===== config.mk =====
export PLATFORM = sky130hd
export DESIGN_NAME = key_irq_ctrl
export DESIGN_NICKNAME = d
export VERILOG_FILES = /design/src/rtl/key_irq_ctrl.sv
export SDC_FILE = /design/constraint.sdc
export NUM_CORES = 1
export LEC_CHECK = 0
export CAP_MARGIN = 20
export CORE_ASPECT_RATIO = 0.6
export CORE_MARGIN = 1
export CORE_UTILIZATION = 40
export CTS_BUF_LIST = sky130_fd_sc_hd__clkbuf_4 sky130_fd_sc_hd__clkbuf_8 sky130_fd_sc_hd__clkbuf_16
export DETAILED_ROUTE_END_ITERATION = 10
export HOLD_SLACK_MARGIN = 0.03
export PLACE_DENSITY = 0.62
export SLEW_MARGIN = 10
export SYNTH_ARGS = -nofsm -noshare
export SYNTH_HDL_FRONTEND = slang
export SYNTH_SLANG_ARGS = --single-unit

===== constraint.sdc =====
create_clock -name clk -period 3.33 [get_ports clk]
set_input_delay 0.666 -clock clk [delete_from_list [all_inputs] [get_ports clk]]
set_output_delay 0.666 -clock clk [all_outputs]
set_load 0.01 [all_outputs]

===== src/rtl/key_irq_ctrl.sv =====
// key_irq_ctrl: synchronises and debounces user keys, detects accepted edges into
// sticky pending bits, and raises a masked, registered interrupt request.
module key_irq_ctrl #(
    parameter int WIDTH           = 8,
    parameter int DEBOUNCE_CYCLES = 16
) (
    input  logic             clk,
    input  logic             reset,
    input  logic [WIDTH-1:0] pin_in,
    input  logic [1:0]       addr,
    input  logic             we,
    input  logic [31:0]      wd,
    output logic [31:0]      rd,
    output logic             irq
);
    localparam int            CW       = $clog2(DEBOUNCE_CYCLES) + 1;
    localparam logic [CW-1:0] CNT_LAST = CW'(DEBOUNCE_CYCLES - 1);

    logic [WIDTH-1:0] sync1_q, sync2_q;
    logic [WIDTH-1:0] data_q, data_d;
    logic [WIDTH-1:0] mask_q, mask_d;
    logic [WIDTH-1:0] edge_q, edge_d;
    logic [WIDTH-1:0] pend_q, pend_d;
    logic [WIDTH-1:0] accept, set_pend, w1c, wdata;
    logic [CW-1:0]    cnt_q [WIDTH];
    logic [CW-1:0]    cnt_d [WIDTH];
    logic             irq_q, irq_d;

    // Write data above WIDTH has no destination.
    logic unused_wd;
    assign unused_wd = ^wd;
    assign wdata     = wd[WIDTH-1:0];

    always_comb begin
        data_d = data_q;
        accept = '0;
        for (int i = 0; i < WIDTH; i++) begin
            cnt_d[i] = '0;
            if (sync2_q[i] != data_q[i]) begin
                if (cnt_q[i] == CNT_LAST) begin
                    data_d[i] = sync2_q[i];
                    accept[i] = 1'b1;
                end else begin
                    cnt_d[i] = cnt_q[i] + CW'(1);
                end
            end
        end
    end

    always_comb begin
        mask_d = mask_q;
        edge_d = edge_q;
        w1c    = '0;
        if (we) begin
            case (addr)
                2'd1:    mask_d = wdata;
                2'd2:    edge_d = wdata;
                2'd3:    w1c    = wdata;
                default: ;
            endcase
        end
        // Accepted level XOR edge polarity: new 1 with EDGE=0, or new 0 with EDGE=1.
        set_pend = accept & (data_d ^ edge_q);
        pend_d   = (pend_q & ~w1c) | set_pend;
        irq_d    = |(pend_q & mask_q);
    end

    always_comb begin
        case (addr)
            2'd0:    rd = 32'(data_q);
            2'd1:    rd = 32'(mask_q);
            2'd2:    rd = 32'(edge_q);
            default: rd = 32'(pend_q);
        endcase
    end

    always_ff @(posedge clk or posedge reset) begin
        if (reset) begin
            sync1_q <= '0;
            sync2_q <= '0;
            data_q  <= '0;
            mask_q  <= '0;
            edge_q  <= '0;
            pend_q  <= '0;
            irq_q   <= 1'b0;
            for (int i = 0; i < WIDTH; i++) cnt_q[i] <= '0;
        end else begin
            sync1_q <= pin_in;
            sync2_q <= sync1_q;
            data_q  <= data_d;
            mask_q  <= mask_d;
            edge_q  <= edge_d;
            pend_q  <= pend_d;
            irq_q   <= irq_d;
            for (int i = 0; i < WIDTH; i++) cnt_q[i] <= cnt_d[i];
        end
    end

    assign irq = irq_q;

endmodule


After elaboration in Yosys (flattened, before gate mapping)

Index checks and enable logic that the tools add are counted.

Bitwise operators: 6
Reductions and logical operators: 4
Muxes and demuxes: 51
$add $sub $neg: 8
Eq/ne operators: 19

Operators with widths:

| kind                | count |
|---|---|
| $mux 5              | 16 |
| $add 5x1->5 const B | 8 |
| $eq 5x4->1 const B  | 8 |
| $mux 1              | 32 |
| $and 8x8->8         | 3 |
| $pmux 8 s3          | 1 |
| $mux 8              | 2 |
| $ne 1x1->1          | 8 |
| $not 8->8           | 1 |
| $or 8x8->8          | 1 |
| $reduce_or 8->1     | 1 |
| $xor 8x8->8         | 1 |
| $eq 2x2->1 const B  | 2 |
| $reduce_and 2->1    | 2 |
| $eq 2x1->1 const B  | 1 |
| $logic_not 2->1     | 1 |

Output and inout port bits: 33
Flip-flop bits (word level): 89
Input bits: 45
Word-level logic and storage cells: 103

Depth between registers and ports, before layout

Depth after elaboration: 6
Gate-level depth with buffers: 4
Depth with buffers taken out: 4

Worst setup path after synthesis

No wires, ideal clock.

Path type: input to output
Start: in addr[1]
End: out rd[0]
Path buffers: 1
Required time: 2.664 ns
Arrival time: 1.407 ns
Stages on the path: 2
Path slack: 1.257 ns
Cells stage by stage: buf_6 -> mux4_1

Word-level cells in the longest chain between the ends: 2
Elaborated cells between the ends (all ways): 4
Those cells by class: eq/ne: 2; mux: 1; reduce/logical: 1

RTL lines:

| element                                  | line | source |
|---|---|---|
| start, declared                          | 10   | `input logic [1:0] addr,` |
| $eq 2x2->1, or another cell as far along | 69   | `case (addr)` |
| $pmux 8 s3 (*)                           | 69   |  |
| end, declared                            | 13   | `output logic [31:0] rd,` |

Mark *: on every way between the ends. The rest lies on a longest branch, timed or not.

Final worst setup path

Start: in addr[1]
End: out rd[4]

The elaborated chain is that of the path after synthesis.

==> impl_metrics.py <==
metrics = {
    "flow_run": {
        "cap_violations": 0,
    },
    "hold_path": {
        "hold_path_class": "reg2reg",
    },
    "global_routing": {
        "grt_max_degree": 33,
        "grt_pass1_vias": 2152,
        "grt_pass1_wl_um": 10690,
        "grt_antenna_before_repair": 0,
        "grt-ovfl-total": 0,
        "grt_use_total_pct": 14.54,
    },
    "cts": {
        "post_cts_resized": 0,
        "hold_buffers": 0,
        "root_buffer": "clkbuf_16",
        "clock_path_buffers": 2,
        "path_clk_slew_ps": 60,
        "h-tree-depth": 3,
        "clkSinkCount": 89,
        "cts_tree": "built",
        "clock_latency_ps": 340,
        "cts_buffers": 9,
        "cts_setup_buffers": 0,
    },
    "worst_setup_path": {
        "worstPathCellList": "clkdlybuf4s50_1, buf_12, mux4_1, clkdlybuf4s50_1",
        "cp_common_cell": "clkdlybuf4s50_1",
        "critPathMaxStageDelay_ps": 610,
        "crit_slowest_cell": "mux4_1",
        "worstPathRequired_ps": 2660,
        "cp_num_buf_inv": 3,
        "arrival_ps": 2460,
        "critical_path_class": "in2out",
        "crit_fanout": 11,
        "setup.worst_path.end_class": "output port",
        "cpLargestDelayFamily": "buffers and inverters",
        "start_kind": "primary input",
    },
    "power_and_ir_drop": {
        "combinationalPowerShare_pct": 9.2,
        "p_total_mw": 2.599,
        "internal-power_mw": 2.015,
        "p_clk_share_pct": 44.3,
        "power_switching_uw": 583.7,
        "ir_drop_v": 0.0002650,
        "power_density_nw_per_um2": 560.9,
        "p_leak_nw": 2.260,
        "pwr-share-seq_pct": 46.4,
        "power_switching_share_pct": 22.46,
    },
    "sta": {
        "setup-violations-final": 0,
        "post-route-min-period_ps": 3130,
        "slew_violations": 0,
        "post-route-period-util_pct": 94.00,
        "hold_violations": 0,
        "fin_skew_ps": 3.758,
        "rsz0062_at_grt": "false",
        "fmax_ghz": 0.3195,
        "worst_slack_ps": 199.8,
        "tns_ps": 0,
    },
    "floorplan": {
        "die_h_um": 78.57,
        "die_area_um2": 10180,
        "core_area_um2": 9324,
        "die_width_um": 129.6,
        "ios": 78,
        "start_util_pct": 41.92,
        "core.rowCount": 27,
    },
    "synth": {
        "synth_mux_area_share_pct": 12.10,
        "synth-seq-cells": 89,
        "synthAdderAreaFrac_pct": 2.561,
        "synthArstFlopShare_pct": 100.0,
        "synth_xor_area_share_pct": 5.378,
        "synth_cell_type_count": 23,
        "synth_ff_type": "dfrtp_1",
        "ys_top_cells_by_area": "dfrtp_1 (57%), mux2_2 (6.9%), xor2_1 (5.4%)",
        "avgSynthCellArea_um2": 12.77,
        "yosys_warnings": 0,
        "seq_area_frac_synth_pct": 56.98,
        "synth_top_family_by_area": "simple AND/OR/NAND/NOR gates",
        "synth_edf_count": 0,
        "syn_inst": 306,
        "synth_top_area_cell": "dfrtp_1",
        "synth.most_common_cell": "dfrtp_1",
        "synth_top_area_share_pct": 56.98,
        "synth-compound-area-share_pct": 4.834,
        "synthSimpleGateAreaFrac_pct": 12.20,
        "synthTopCellsByCount": "dfrtp_1 (89), nor2_1 (28), buf_4 (25)",
        "syn_area_um2": 3909,
    },
    "place": {
        "globalplace.congestion": 0.7321,
        "io_buffers": 29,
        "pre_cts_ws_ps": 216.9,
        "dp_cells": 466,
        "dp_hpwl_um": 4555,
    },
    "routing": {
        "routed_via_density": 4.741,
        "drc_errors": 0,
        "drt_iter0_drc": 94,
        "drt_wl_total_um": 6425,
        "detail_route.wl_per_cell_um": 13.33,
        "dr_total_vias": 2285,
        "drt_first_pass_iters": 4,
        "drtAntennaViolNets": 0,
    },
    "cells_and_area": {
        "instances_no_fill": 482,
        "multi_input_area_um2": 1539,
        "layout-drive-gt1-share_pct": 14.20,
        "nets": 400,
        "seqCellArea_um2": 2227,
        "antenna_cells": 0,
        "num-fill-cells": 835,
        "synthToLayoutAreaGrowth_pct": 18.53,
    },
    "run_status": {
        "outcome": "finished clean",
    },
}
## layout by cell type, fill, tap and decap left out
cell type and n:
clkbuf_16 9, a22oi_1 4, mux4_2 2, dfrtp_1 89, nand3b_1 1, bufinv_16 3
xor2_1 24, clkinv_4 1, nor2_1 28, and2_1 12, mux2_2 24, and3_1 9
nand2_1 15, nand3_1 16, clkinv_2 2, a22o_1 8, o21ai_0 9, nand4_1 1
mux4_1 6, buf_12 1, buf_4 4, inv_1 4, nand3b_4 2, o22ai_1 7
nand2b_1 8, ha_1 8, clkdlybuf4s50_1 29, clkinvlp_4 2, conb_1 24
## power groups by stage
| stage | combinational, mW | clock [mW] | sequential [mW] |
|---|---|---|---|
| 2_1_floorplan | 0.177 | 0 | 1.21 |
| 3_3_place_gp | 0.238 | 0 | 1.22 |
| 3_5_place_dp | 0.242 | 0 | 1.23 |
| 4_1_cts | 0.244 | 1.19 | 1.21 |
| 5_1_grt | 0.268 | 1.23 | 1.22 |
| 6_report | 0.240 | 1.15 | 1.21 |
## kinds of logic (layout without fill, tap and decap cells)
family          after synthesis  after routing
compound gates               28             28
other cells                   1             24
xor+xnor                     24             24
simple gates                 92             92
fa+ha+maj                     8              8
buf+inv                      32             55
flops                        89             89
mux                          32             32
## final cells by class
| cell class | instances | area share, % |
|---|---|---|
| Sequential cell | 89 | 48.07 |
| Multi-Input combinational cell | 208 | 33.22 |
| Timing Repair Buffer | 34 | 7.345 |
| Clock buffer | 9 | 4.861 |
| Tap cell | 130 | 3.511 |
| Clock inverter | 7 | 2.565 |
| Inverter | 5 | 0.4321 |
## registers in the layout, indices dropped and copies added (netlist names)
register	cells
cnt_q	40
data_q	8
edge_q	8
irq	1
mask_q	8
pend_q	8
sync1_q	8
sync2_q	8
## per-layer routing
layer / global-route usage (%) / share of wire (%) / up-vias
li1: - / - / 1101
met1: 19.91 / 52 / 1135
met2: 19.84 / 41 / 40
met3: 6.817 / 5.4 / 9
met4: 5.233 / 1.3 / 0
met5: 0 / 0 / -
## worst paths after layout
| path | start | to | slack, ps | depth (start not counted) |
|---|---|---|---|---|
| worst min register to register | sync1_q[1] | sync2_q[1] | 350 | 0 |
| max in group asynchronous | reset | pend_q[3] | 1970 | 3 |
| min in group asynchronous | reset | sync1_q[2] | 620 | 2 |
| worst max-delay path | addr[1] | rd[4] | 200 | 4 |
| worst min-delay path | sync1_q[1] | sync2_q[1] | 350 | 0 |
| worst max register to register | cnt_q[5] | data_q[6] | 2000 | 4 |
## worst register-to-register path: stages, from the launching register on
cell and delay [ps]:
dfrtp_1 380, ha_1 200, nand3_1 120, nor2_1 170, mux2_2 350
## stage by stage
stage          hold slack [ps]  instance area [um2]  util [%]
2_1_floorplan            331.2                 3995         -
3_3_place_gp             333.4                 4289     46.00
3_5_place_dp             338.1                 4289     46.00
4_1_cts                  352.2                 4633     49.69
5_1_grt                  356.8                 4633     49.69
6_report                 350.1                 4633     49.69
(Power assumes the default switching activity.)
